===== config.mk =====
export PLATFORM = sky130hd
export DESIGN_NAME = bus_wrr_sched
export DESIGN_NICKNAME = d
export VERILOG_FILES = /design/src/rtl/bus_wrr_sched.sv
export SDC_FILE = /design/constraint.sdc
export NUM_CORES = 1
export LEC_CHECK = 0
export CAP_MARGIN = 20
export CORE_UTILIZATION = 43
export CTS_BUF_LIST = sky130_fd_sc_hd__clkbuf_16
export DETAILED_ROUTE_END_ITERATION = 16
export HOLD_SLACK_MARGIN = 0.15
export PLACE_DENSITY = 0.81
export SLEW_MARGIN = 10
export SYNTH_ARGS = -nofsm -noshare
export SYNTH_HDL_FRONTEND = slang
export SYNTH_SLANG_ARGS = --single-unit

===== constraint.sdc =====
create_clock -name clk -period 3.4 [get_ports clk]
set_clock_uncertainty 0.1 [all_clocks]
set_input_delay 0.68 -clock clk [delete_from_list [all_inputs] [get_ports clk]]
set_output_delay 0.68 -clock clk [all_outputs]
set_load 0.05 [all_outputs]

===== src/rtl/bus_wrr_sched.sv =====
// Weighted round-robin bus scheduler: pops one packet at a time from a granted
// terminal and pushes it to the destination mask, stalling on destination full.
module bus_wrr_sched #(
  parameter int          drvrs     = 4,
  parameter int          pckg_sz   = 16,
  parameter logic [7:0]  broadcast = 8'hFF,
  parameter int          wgt_w     = 4,
  localparam int         GW        = (drvrs > 1) ? $clog2(drvrs) : 1
) (
  input  logic                       clk,
  input  logic                       reset,
  input  logic [drvrs-1:0]           pndng,
  input  logic [drvrs*pckg_sz-1:0]   D_pop,
  input  logic [drvrs-1:0]           full,
  input  logic [drvrs*wgt_w-1:0]     weight,
  output logic [drvrs-1:0]           pop,
  output logic [drvrs-1:0]           push,
  output logic [pckg_sz-1:0]         D_push,
  output logic [GW-1:0]              gnt_id,
  output logic                       busy,
  output logic [7:0]                 err_cnt
);

  typedef enum logic [1:0] {IDLE, POP, PUSH} state_t;

  state_t             state, state_nx;
  logic [GW-1:0]      ptr, ptr_nx, gnt_nx, sel;
  logic               sel_vld;
  logic [wgt_w-1:0]   credit, credit_nx, credit_dec, wgt_sel, wgt_load;
  logic [pckg_sz-1:0] pkt, pkt_nx, last_q;
  logic [7:0]         dest, err_nx;
  logic [drvrs-1:0]   mask, gnt_oh;
  logic               dest_ok, stall, fire;

  // First pending terminal at or above ptr, wrapping; lowest offset wins.
  always_comb begin
    sel     = '0;
    sel_vld = 1'b0;
    for (int k = drvrs-1; k >= 0; k--) begin
      if (pndng[(int'(ptr) + k) % drvrs]) begin
        sel     = GW'((int'(ptr) + k) % drvrs);
        sel_vld = 1'b1;
      end
    end
  end

  assign wgt_sel    = weight[int'(sel)*wgt_w +: wgt_w];
  assign wgt_load   = (wgt_sel == '0) ? wgt_w'(1) : wgt_sel;
  assign credit_dec = credit - wgt_w'(1);

  assign dest    = pkt[pckg_sz-1 -: 8];
  assign dest_ok = (dest == broadcast) || (int'(dest) < drvrs);

  for (genvar i = 0; i < drvrs; i++) begin : g_mask
    assign mask[i] = (dest == broadcast) ? (GW'(i) != gnt_id) : (dest == 8'(i));
  end

  assign gnt_oh = drvrs'(1) << gnt_id;
  assign stall  = |(mask & full);
  assign fire   = (state == PUSH) && dest_ok && !stall;
  assign pop    = (state == POP) ? gnt_oh : '0;
  assign push   = fire ? mask : '0;
  assign D_push = fire ? pkt : last_q;
  assign busy   = (state != IDLE);

  always_comb begin
    state_nx  = state;
    gnt_nx    = gnt_id;
    ptr_nx    = ptr;
    credit_nx = credit;
    pkt_nx    = pkt;
    err_nx    = err_cnt;
    case (state)
      IDLE: if (sel_vld) begin
        gnt_nx    = sel;
        credit_nx = wgt_load;
        state_nx  = POP;
      end
      POP: begin
        pkt_nx   = D_pop[int'(gnt_id)*pckg_sz +: pckg_sz];
        state_nx = PUSH;
      end
      PUSH: if (!dest_ok || !stall) begin
        // Invalid destinations drop the packet but still consume a credit.
        if (!dest_ok && err_cnt != 8'hFF) err_nx = err_cnt + 8'd1;
        credit_nx = credit_dec;
        if (credit_dec != '0 && pndng[gnt_id]) begin
          state_nx = POP;
        end else begin
          state_nx = IDLE;
          ptr_nx   = (gnt_id == GW'(drvrs-1)) ? '0 : gnt_id + GW'(1);
        end
      end
      default: state_nx = IDLE;
    endcase
  end

  always_ff @(posedge clk or posedge reset) begin
    if (reset) begin
      state   <= IDLE;
      gnt_id  <= '0;
      ptr     <= '0;
      credit  <= '0;
      pkt     <= '0;
      last_q  <= '0;
      err_cnt <= '0;
    end else begin
      state   <= state_nx;
      gnt_id  <= gnt_nx;
      ptr     <= ptr_nx;
      credit  <= credit_nx;
      pkt     <= pkt_nx;
      err_cnt <= err_nx;
      if (fire) last_q <= pkt;
    end
  end

endmodule


==> results.sh <==
export IMPL_timing_critical_path_from_type="flip-flop"
export IMPL_start_util_pct=44.2
export IMPL_placedCellCount=461
export IMPL_groute_usage_overall_pct=22.3
export IMPL_worst_endpoint_required_ps=2620
export IMPL_grt_overflow_total=0
export IMPL_post_synth_inst_count=261
export IMPL_area_sequential_um2=1250
export IMPL_die_area_um2=7280
export IMPL_worst_pin_slew_ps=723
export IMPL_worstSetupPathType="flip-flop to output port"
export IMPL_port_buffers=124
export IMPL_end_kind="output port"
export IMPL_drt_total_wl_um=7970
export IMPL_finish_net_count=496
export IMPL_critical_path_max_fanout=10
export IMPL_total_area_of_multi_input_combinational_cells_um2=1630
export IMPL_syn_num_nets=358
export IMPL_setup_reg_to_reg_worst_slack_ps=700
export IMPL_finalNonFillerCells=480
export IMPL_ioPinCount=125
export IMPL_yosys_area_share_xor_xnor_pct=2.35
export IMPL_ys_flop_type="dfrtp_1"
export IMPL_synthAdderAreaFrac_pct=2.93
export IMPL_regToRegStartpoint="gnt_id[0]$_DFFE_PP0P_"
export IMPL_yosysWarnings=0
export IMPL_drt_pre_antenna_iters=4
export IMPL_leading_cell_type_in_the_layout_fill_and_taps_excluded="clkdlybuf4s50_1"
export IMPL_area_delta_synth_final_pct=57.8
export IMPL_final_cell_mix="104 x clkdlybuf4s50_1, 47 x dfrtp_1, 27 x buf_4, 24 x mux2_2, 17 x mux4_2"
export IMPL_cap_violations=0
export IMPL_cellLeakagePower_uw=0.00203
export IMPL_irDropWorstVdd_mv=0.484
export IMPL_finalCriticalPeriod_ps=3350
export IMPL_n_antenna_cell=0
export IMPL_place_gp_congestion=0.835
export IMPL_drive_above_1_share_pct=26.3
export IMPL_die_w_um=85.3
export IMPL_clkSinkCount=50
export IMPL_hp_class="flip-flop to flip-flop"
export IMPL_slew_limit_headroom_pct=51.5
export IMPL_preCtsSetupSlack_ps=99.0
export IMPL_timing_final_ws_setup_ps=53.5
export IMPL_dpl_cell_area_um2=4450
export IMPL_status="finished, final reports clean"
export IMPL_path_clk_slew_ps=60
export IMPL_crit_path_end="D_push[0]"
export IMPL_drv_slew=0
export IMPL_synth_seq_area_share_pct=41.9
export IMPL_chipHeight_um=85.3
export IMPL_grt_max_degree=27
export IMPL_cts_root_buffer_cell="clkbuf_16"
export IMPL_hold_violations=0
export IMPL_synth_edff_count=0
export IMPL_yosys_area_share_simple_pct=13.9
export IMPL_r2r_end="ptr[0]$_DFFE_PP0P_"
export IMPL_first_element_of_the_critical_path="pkt[15]$_DFFE_PP0P_"
export IMPL_fillers=490
export IMPL_fmax_ghz=0.299
export IMPL_ant_nets=0
export IMPL_core_region_area_um2=6760
export IMPL_worst_r2r_path_depth=11
export IMPL_placement_rows=30
export IMPL_cts_path_max_buffers=2
export IMPL_post_synth_cell_area_avg_um2=11.4
export IMPL_synth_top_family_by_area="multiplexers"
export IMPL_detailed_route_iter0_violations=123
export IMPL_synth_seq_cells=50
export IMPL_via_count_normalized_by_instance_count=5.47
export IMPL_worstPathArrival_ps=2570
export IMPL_cts_htree_levels=2
export IMPL_share_of_the_synthesized_area_in_compound_gates_ao_oa_aoi_oai_pct=11.0
export IMPL_grt_antenna_before_repair=0
export IMPL_worstSkewPairLatency_ps=290
export IMPL_netlist_area_um2=2990
export IMPL_wire_per_inst_um=16.6
export IMPL_hpwl_um=5880
export IMPL_first_global_vias=2671
export IMPL_final_cell_area_um2=4710
export IMPL_synth_area_mux_share_pct=23.3
export IMPL_cts_buffers_inserted=5
export IMPL_clock_tree_from_tritoncts="done"
export IMPL_p_per_area_nw_per_um2=769
export IMPL_setup_violations=0
export IMPL_async_reset_ff_share_pct=100
export IMPL_dr_total_vias=2624
export IMPL_finalCritPeriodShare_pct=98.4
export IMPL_post_route_drc_count=0
export IMPL_ys_types=51
export IMPL_grt_first_pass_wirelength_um=12500
per-layer routing:
layer / vias up / GRT usage [%] / routed length [µm]
li1: 1231 / - / -
met1: 1291 / 27.4 / 3310
met2: 98 / 39.8 / 4120
met3: 4 / 3.99 / 475
met4: 0 / 6.97 / 59
met5: - / 0 / 0
cell type report:
| class | instances | area share (%) |
|---|---|---|
| clock buffer | 5 | 2.65 |
| multi-input combinational | 182 | 34.6 |
| clock inverter | 3 | 0.239 |
| inverter | 14 | 1.11 |
| sequential | 50 | 26.6 |
| tap | 80 | 2.12 |
| timing repair buffer | 146 | 32.7 |
worst min-delay path by stage:
stage                                         to  cells after the start              startpoint
final                        last_q[7]$_DFF_PP0_                      1     last_q[7]$_DFF_PP0_
after global routing      err_cnt[6]$_DFFE_PP0P_                      1  err_cnt[6]$_DFFE_PP0P_
after CTS                 err_cnt[4]$_DFFE_PP0P_                      1  err_cnt[4]$_DFFE_PP0P_
after detailed placement     last_q[0]$_DFF_PP0_                      1     last_q[0]$_DFF_PP0_
after global placement       last_q[1]$_DFF_PP0_                      1     last_q[1]$_DFF_PP0_
after floorplan               pkt[0]$_DFFE_PP0P_                      1      pkt[0]$_DFFE_PP0P_
report_power, final:
group	internal, µW	switching, µW
clock	265	205
sequential	849	185
combinational	986	1130
kinds of logic after synthesis:
logic type	Yosys count
mux	45
flops	50
simple gates	77
fa+ha+maj	7
xor+xnor	8
buf+inv	29
compound gates	45
worst max-delay path: stages (launching register included):
cell,delay [ps]
dfrtp_1,400
nor4_1,280
nand2_1,170
buf_4,160
o32a_1,330
o221ai_2,80
nand2b_4,180
buf_12,140
mux2_2,350
buf_4,190
per-stage QoR:
step                      TNS, ps  hold WS [ps]  total power [µW]  utilization [%]
after global routing         -304           413              3850             69.8
final                           0           399              3630             69.8
after floorplan              -226           377              2460                -
after global placement          0           381              3040             65.9
after CTS                       0           402              3590             68.3
after detailed placement        0           388              3100             65.9
sequential cells by signal, indices dropped and copies added, names as in the netlist:
name     cells
last_q      16
pkt         16
err_cnt      8
credit       4
gnt_id       2
ptr          2
state        2
timing repair:
action	CTS	global route
pin swaps	1	4
cloned	0	1
setup endpoints to repair	9	17
hold buffers	0	0
endpoints found under the hold margin	0	0
gates resized for setup	2	3
setup buffers	2	8
cells in the mapped netlist (all sizes together) (2+ instances only):
cell type	number	area, µm²
nand3	6	30.0
or3	3	18.8
nor2	16	62.6
o21ai	10	50.1
or2	4	25.0
buf	11	70.1
o221ai	2	23.8
a211oi	5	42.5
ha	7	87.6
nand2	16	62.6
nor3b	6	45.0
dfrtp	50	1250
and2	6	37.5
a21oi	6	30.0
a211o	2	17.5
nand4	3	18.8
o32a	3	30.0
mux2i	2	20.0
nand2b	5	31.3
a21o	6	45.0
a22oi	2	15.0
mux2	26	293
xor2	4	35.0
clkbuf	4	15.0
mux4	17	383
inv	14	52.6
nor3	5	30.0
xnor2	4	35.0
nor2b	3	18.8
No activity file was read; power rests on OpenSTA's default activity.
